===== src/rtl/and_seq_pkg.sv =====
// Shared types and constants for the AND-gate test sequencer.
package and_seq_pkg;

    typedef enum logic [1:0] {
        ST_IDLE,
        ST_DRIVE,
        ST_SAMPLE,
        ST_DONE
    } state_e;

    localparam int NUM_VECTORS = 4;
    localparam int ERR_W       = 4;
    localparam logic [ERR_W-1:0] ERR_MAX = 4'd15;

    // Mismatch counter increment that sticks at ERR_MAX.
    function automatic logic [ERR_W-1:0] sat_inc(input logic [ERR_W-1:0] v);
        return (v == ERR_MAX) ? v : v + 4'd1;
    endfunction

endpackage


===== src/rtl/and_vector_seq_if.sv =====
// Signal bundle between the sequencer (master) and the stage under test plus its controller (slave).
interface and_vector_seq_if;

    logic                         start;
    logic                         c;
    logic                         a;
    logic                         b;
    logic                         busy;
    logic                         done;
    logic                         pass;
    logic [and_seq_pkg::ERR_W-1:0] err_count;
    logic [1:0]                   vec_idx;

    modport master (
        input  start, c,
        output a, b, busy, done, pass, err_count, vec_idx
    );

    modport slave (
        output start, c,
        input  a, b, busy, done, pass, err_count, vec_idx
    );

endinterface


===== src/rtl/and_vector_seq_hold_timer.sv =====
// Dwell timer: load to HOLD_CYCLES, count down while enabled, flag the last dwell cycle.
module hold_timer #(
    parameter int unsigned HOLD_CYCLES = 4
) (
    input  logic clk,
    input  logic rst,
    input  logic load_i,
    input  logic en_i,
    output logic expired_o
);

    logic [7:0] cnt_q;
    logic [7:0] cnt_d;

    always_comb begin
        cnt_d = cnt_q;
        if (load_i) begin
            cnt_d = 8'(HOLD_CYCLES);
        end else if (en_i && (cnt_q != 8'd0)) begin
            cnt_d = cnt_q - 8'd1;
        end
    end

    always_ff @(posedge clk) begin
        if (rst) begin
            cnt_q <= 8'd0;
        end else begin
            cnt_q <= cnt_d;
        end
    end

    // A count of 1 marks the final cycle of the dwell, so DRIVE lasts exactly HOLD_CYCLES.
    assign expired_o = (cnt_q == 8'd1);

endmodule


===== src/rtl/and_vector_seq.sv =====
// Drives the four 2-bit vectors into an AND stage for PASSES sweeps and counts wrong results.
module and_vector_seq
    import and_seq_pkg::*;
#(
    parameter int unsigned HOLD_CYCLES = 4,
    parameter int unsigned PASSES      = 2
) (
    input  logic             clk,
    input  logic             rst,
    and_vector_seq_if.master bus
);

    localparam logic [1:0] LAST_VEC  = 2'(NUM_VECTORS - 1);
    localparam logic [7:0] LAST_PASS = 8'(PASSES - 1);

    state_e           state_q, state_d;
    logic [1:0]       vec_q, vec_d;
    logic [7:0]       pcnt_q, pcnt_d;
    logic [ERR_W-1:0] err_q, err_d;
    logic             pass_q, pass_d;
    logic             a_q, a_d;
    logic             b_q, b_d;
    logic [1:0]       next_idx;
    logic             timer_load;
    logic             timer_en;
    logic             timer_exp;

    hold_timer #(
        .HOLD_CYCLES (HOLD_CYCLES)
    ) u_hold_timer (
        .clk       (clk),
        .rst       (rst),
        .load_i    (timer_load),
        .en_i      (timer_en),
        .expired_o (timer_exp)
    );

    always_comb begin
        state_d    = state_q;
        vec_d      = vec_q;
        pcnt_d     = pcnt_q;
        err_d      = err_q;
        pass_d     = pass_q;
        a_d        = a_q;
        b_d        = b_q;
        timer_load = 1'b0;
        timer_en   = 1'b0;
        next_idx   = vec_q + 2'd1;

        case (state_q)
            ST_IDLE: begin
                a_d = 1'b0;
                b_d = 1'b0;
                if (bus.start) begin
                    state_d    = ST_DRIVE;
                    vec_d      = 2'd0;
                    pcnt_d     = 8'd0;
                    err_d      = '0;
                    pass_d     = 1'b0;
                    timer_load = 1'b1;
                end
            end

            ST_DRIVE: begin
                timer_en = 1'b1;
                if (timer_exp) begin
                    state_d = ST_SAMPLE;
                end
            end

            ST_SAMPLE: begin
                if (bus.c != (a_q & b_q)) begin
                    err_d = sat_inc(err_q);
                end
                if (vec_q != LAST_VEC) begin
                    state_d    = ST_DRIVE;
                    vec_d      = next_idx;
                    a_d        = next_idx[1];
                    b_d        = next_idx[0];
                    timer_load = 1'b1;
                end else if (pcnt_q < LAST_PASS) begin
                    state_d    = ST_DRIVE;
                    vec_d      = 2'd0;
                    a_d        = 1'b0;
                    b_d        = 1'b0;
                    pcnt_d     = pcnt_q + 8'd1;
                    timer_load = 1'b1;
                end else begin
                    // Verdict uses err_d so a mismatch in this last sample is counted.
                    state_d = ST_DONE;
                    a_d     = 1'b0;
                    b_d     = 1'b0;
                    pass_d  = (err_d == '0);
                end
            end

            ST_DONE: begin
                state_d = ST_IDLE;
                a_d     = 1'b0;
                b_d     = 1'b0;
            end

            default: begin
                state_d = ST_IDLE;
                a_d     = 1'b0;
                b_d     = 1'b0;
            end
        endcase
    end

    always_ff @(posedge clk) begin
        if (rst) begin
            state_q <= ST_IDLE;
            vec_q   <= 2'd0;
            pcnt_q  <= 8'd0;
            err_q   <= '0;
            pass_q  <= 1'b0;
            a_q     <= 1'b0;
            b_q     <= 1'b0;
        end else begin
            state_q <= state_d;
            vec_q   <= vec_d;
            pcnt_q  <= pcnt_d;
            err_q   <= err_d;
            pass_q  <= pass_d;
            a_q     <= a_d;
            b_q     <= b_d;
        end
    end

    assign bus.a         = a_q;
    assign bus.b         = b_q;
    assign bus.busy      = (state_q != ST_IDLE);
    assign bus.done      = (state_q == ST_DONE);
    assign bus.pass      = pass_q;
    assign bus.err_count = err_q;
    assign bus.vec_idx   = vec_q;

endmodule


===== src/flat_wrapper.sv =====
// flat-port wrapper written by rule: the top's interface ports become plain ports
module and_vector_seq_flat import and_seq_pkg::*;
#(
    parameter int unsigned HOLD_CYCLES = 4,
    parameter int unsigned PASSES      = 2
)
  (clk, rst, bus_start, bus_c, bus_a, bus_b, bus_busy, bus_done, bus_pass, bus_err_count, bus_vec_idx);
  and_vector_seq_if bus_i ();
  input  logic clk;
  input  logic rst;
  input wire logic [$bits(bus_i.start)-1:0] bus_start;
  input wire logic [$bits(bus_i.c)-1:0] bus_c;
  output wire logic [$bits(bus_i.a)-1:0] bus_a;
  output wire logic [$bits(bus_i.b)-1:0] bus_b;
  output wire logic [$bits(bus_i.busy)-1:0] bus_busy;
  output wire logic [$bits(bus_i.done)-1:0] bus_done;
  output wire logic [$bits(bus_i.pass)-1:0] bus_pass;
  output wire logic [$bits(bus_i.err_count)-1:0] bus_err_count;
  output wire logic [$bits(bus_i.vec_idx)-1:0] bus_vec_idx;
  assign bus_i.start = bus_start;
  assign bus_i.c = bus_c;
  assign bus_a = bus_i.a;
  assign bus_b = bus_i.b;
  assign bus_busy = bus_i.busy;
  assign bus_done = bus_i.done;
  assign bus_pass = bus_i.pass;
  assign bus_err_count = bus_i.err_count;
  assign bus_vec_idx = bus_i.vec_idx;
  and_vector_seq #(.HOLD_CYCLES(HOLD_CYCLES), .PASSES(PASSES)) u_core (.clk(clk), .rst(rst), .bus(bus_i));
endmodule

===== config.mk =====
export PLATFORM = sky130hd
export DESIGN_NAME = and_vector_seq_flat
export DESIGN_NICKNAME = d
export VERILOG_FILES = /design/src/rtl/and_seq_pkg.sv /design/src/rtl/and_vector_seq_if.sv /design/src/rtl/and_vector_seq_hold_timer.sv /design/src/rtl/and_vector_seq.sv /design/src/flat_wrapper.sv
export SDC_FILE = /design/constraint.sdc
export NUM_CORES = 1
export LEC_CHECK = 0
export CAP_MARGIN = 20
export CORE_UTILIZATION = 40
export CTS_BUF_LIST = sky130_fd_sc_hd__clkbuf_2
export DETAILED_ROUTE_END_ITERATION = 10
export HOLD_SLACK_MARGIN = 0.05
export PLACE_DENSITY = 0.7
export REMOVE_ABC_BUFFERS = 1
export SYNTH_ARGS = -nofsm -noshare
export SYNTH_HDL_FRONTEND = slang
export SYNTH_SLANG_ARGS = --single-unit
export TNS_END_PERCENT = 5

===== constraint.sdc =====
create_clock -name clk -period 2.3 [get_ports clk]
set_input_delay 0.575 -clock clk [delete_from_list [all_inputs] [get_ports clk]]
set_output_delay 0.575 -clock clk [all_outputs]
set_load 0.01 [all_outputs]

# Yosys cells after proc, flatten, opt, wreduce, memory -nomap -nowiden
# Cells that the tools add are included.
# W data, S select, Z words.
# op_classes
n_addsub	4
magnitude_cmp	1
eq_ne	13
n_mux	33
bitwise_logic	1
reduce_logical	15
# ops
op	n
$mux W8	3
$mux W4	4
$pmux W8 S2	1
$mux W2	7
$mux W1	9
$add A8 B1 Y8 const B	1
$eq A8 B1 Y1 const B	1
$lt A8 B1 Y1 const B	1
$ne A2 B2 Y1 const B	4
$pmux W1 S2	4
$pmux W2 S4	1
$pmux W4 S2	1
$reduce_and A4 Y1	2
$reduce_bool A2 Y1	4
$reduce_bool A8 Y1	1
$sub A8 B1 Y8 const B	1
$mux W3	2
$add A4 B1 Y4 const B	1
$eq A2 B2 Y1 const B	2
$eq A4 B4 Y1 const B	1
$logic_not A4 Y1	1
$ne A2 B1 Y1 const B	2
$pmux W2 S2	1
$reduce_and A2 Y1	2
9 further kinds	10
# word_totals
register_bits	27
in_bits	4
elab_cells	76

# Longest topological paths before layout
# depth
ltp_word	8
mapped_depth	7
ltp_nobuf	7

# By module
# Synthesis repeated with hierarchy kept, for this count alone.
# hier_totals
cells_unflattened	184
area_unflattened_um2	1597.8
# by_module_without_submodules
module	n_inst	cells_per_inst	area_per_inst_um2	seq_area_each_um2
and_vector_seq	1	129	1121.1	380.4
hold_timer	1	55	476.7	160.2

# Least setup slack after synthesis
# Ideal clock, no wire load.
# synth_timing
path_kind	register -> register
startpoint	reg u_core.u_hold_timer.cnt_q[3]
endpoint	reg u_core.state_q[1]
setup_time_ps	91
t_arrival_ps	1954
required_time_ps	2209
path_slack_ps	255
path_stages_with_launch	7
cell_sequence	dfxtp_1 > or4_1 > buf_2 > or4b_4 > a21boi_4 > a21oi_1 > a311oi_1
# synth_between
elab_chain_cells	3
# synth_rtl
element	line	source
start: declaration	and_vector_seq_hold_timer.sv:12	logic [7:0] cnt_q;
start signal: assignment	and_vector_seq_hold_timer.sv:28	cnt_q <= cnt_d;
$eq A8 B1 Y1	and_vector_seq_hold_timer.sv:33	assign expired_o = (cnt_q == 8'd1);
$ne A2 B1 Y1 (no source line)	-	
$reduce_and A2 Y1 (no source line)	-	
end signal: assignment	and_vector_seq.sv:121	state_q <= state_d;
end: declaration	and_vector_seq.sv:16	state_e state_q, state_d;
# Every way passes these cells.
# A chain may end at the register's enable or synchronous reset.

# Final worst setup path
# Ends and elaborated chain as after synthesis.

==> metrics <==
status complete, no violations; ant diodes 0; Die ar. 0.00391 mm2; Max Cap Viol 0; CTS H-Tree Depth 1; total track usage 0.160; RSZ-0062 raised after global routing false; GP Congestion 0.844; Leak 0.674 nW; crit path time final 2.22 ns; Worst EP required 2.58 ns; Worst VDD drop between 300 and 400 uV; flops & latches, synth 27; die height between 60 and 70 um; antenna viol nets, final 0; Rel. slew slack 0.713; Hold Crit Start u_core.pcnt_q[5]; Post-Synth XOR/XNOR Area 0.0299; final hold violation count 0; Worst-path clk slew 0.24 ns; Synth Warn # 0; number of DRC markers in iteration 0 31; Worst Hold Class flip-flop to flip-flop; CTS max path bufs 2; vias 1251; antenna violations before repair 0; Adder-Cell Fraction of Synth Area 0.102; Post-DP HPWL 2230 um; Clock Skews 0.0158 ns; Worst Setup SP u_core.u_hold_timer.cnt_q[3]; Starting Density 0.429; Critical Path Fanout Max 7; GR Overflow Total 0; Slew Viols, Final 0; root buffer cell clkbuf_2; syn avg cell area 8.52 um2; synth-to-layout area growth 17.3%; multiplexer share of the synthesized area 0; largest net degree at the start of global routing 15; Routed WL per cell roughly 12 um; compound-cell area share of the yosys netlist 0.213; Reg-to-Reg Start u_core.u_hold_timer.cnt_q[3]; Final period util 0.966; worst slew pin tran roughly 0.43 ns; CTS tree yes; Post-synth EDFFs 0; IO Port Bufs 14; DR vias/cell between 5 and 6; CTS Sinks 27; vias in the first global route about 1.2k; synth unique cells 44; Tot Pwr between 1.5 and 2 mW; Mapped Cells 172; Setup Viol. Count Final 0; first-pass GRT wire length 5130 um; drt pass-1 iters 5; nets 209; pwr/cell area 926 mW/mm2; Setup Crit Path Kind flip-flop to flip-flop; CTS Buf Count 3; largest family of logic cells by synthesized area simple AND/OR/NAND/NOR gates; Top FF cell, synth dfxtp_1; Post-synth ARST share 0; Die W 62.5 um; crit end category flip-flop; f_max about 450 MHz; Seq/Total Area, Yosys 0.369; Post-Route WL 2900 um; Ports 15; Worst Path Arrival between 2 and 3 ns; nature of the critical path startpoint flip-flop; FP Rows 21; Cell Area, Synth 0.00147 mm2; # DRC 0; layout cell share with drive strength beyond 1 0.104; Core Region 0.00342 mm2; simple-gate share of the synthesized area 0.254; Worst-Skew Late Latency 0.35 ns; Setup TNS 0 ns
worst paths after layout:
path / endpoint / slack (ns) / depth (start not counted)
max: u_core.state_q[1] / 0.08 / 5
min: u_core.pcnt_q[5] / 0.49 / 1
max reg2reg: u_core.state_q[1] / 0.08 / 5
min reg2reg: u_core.pcnt_q[5] / 0.49 / 1
Yosys cell counts, drive strengths merged, types with 4 or more instances:
master / instances / area [um2]
dfxtp: 27 / 541
nor2: 27 / 101
a21oi: 15 / 75.1
ha: 12 / 150
nand2: 9 / 33.8
inv: 8 / 30.0
and2: 6 / 37.5
nor3: 6 / 30.0
a21boi: 5 / 48.8
nor4: 4 / 25.0
o21ai: 4 / 20.0
xnor2: 4 / 35.0
final cells by class:
cell class              instances  area [um2]
fillers                       319        1700
multi-input cells             133         878
flip-flops and latches         27         546
repair buffers                 20         188
well taps                      46        57.6
inverters                       8        30.0
clock buffers                   4        20.0
per-stage QoR:
stage | cells | instance area [um2] | setup slack (ns) | util | hold WS, ns
floorplan | 168 | 1450 | 0.269 | - | 0.431
global placement | 232 | 1680 | 0.0832 | 0.491 | 0.450
detailed placement | 232 | 1680 | 0.0236 | 0.491 | 0.449
CTS | 238 | 1720 | 0.00598 | 0.503 | 0.497
global route | 238 | 1720 | 0.0277 | 0.503 | 0.519
finish | 238 | 1720 | 0.0783 | 0.503 | 0.492
kinds of logic after synthesis:
group           count (synthesis)
flops                          27
xor+xnor                        5
fa+ha+maj                      12
simple gates                   71
compound gates                 45
buf+inv                        12
where the power goes:
part           internal (mW)  switching, mW
Clock                 0.0459          0.132
Combinational          0.360          0.426
Sequential             0.548         0.0793
Total                  0.954          0.637
critical path, stage by stage, from the launching register on:
cell      delay, ns
dfxtp_1        0.39
or4_1          0.63
or4b_4         0.57
a21boi_4       0.20
a21oi_1        0.09
a311oi_1       0.26
sequential cells by signal, indices dropped and copies added (netlist names):
name / cells
u_core.u_hold_timer.cnt_q: 8
u_core.bus.a: 1
u_core.bus.vec_idx: 2
u_core.bus.b: 1
u_core.pcnt_q: 8
u_core.bus.pass: 1
u_core.state_q: 2
u_core.bus.err_count: 4
metal layers:
metal,track usage,vias to the layer above,part of all wire
met3,0.0456,4,0.037
met4,0.0494,0,0.010
met1,0.211,569,0.50
li1,-,658,-
met2,0.251,20,0.45
met5,0,-,0
what timing repair did:
| action | 4_1_cts | 5_1_grt |
|---|---|---|
| pin swaps | 0 | 0 |
| resized for setup | 3 | 1 |
| setup endpoints to repair | 1 | 1 |
| hold buffers | 0 | 0 |
| setup buffers | 2 | 0 |
cells in the final DEF, fill, tap and decap left out, drive strengths merged, types with 2 or more instances in the layout:
master	n
nand2	9
nor4b	3
a22oi	3
a211oi	3
a21oi	15
a21boi	5
or2	2
nand3	3
nor4	4
o21ai	4
clkdlybuf4s50	13
or3	2
xnor2	4
nand2b	2
clkbuf	4
dfxtp	27
inv	8
nor3	6
o21a	3
or3b	2
a21o	3
nor2	27
buf	6
and2	6
ha	12
No activity file was read; power rests on OpenSTA's default activity.
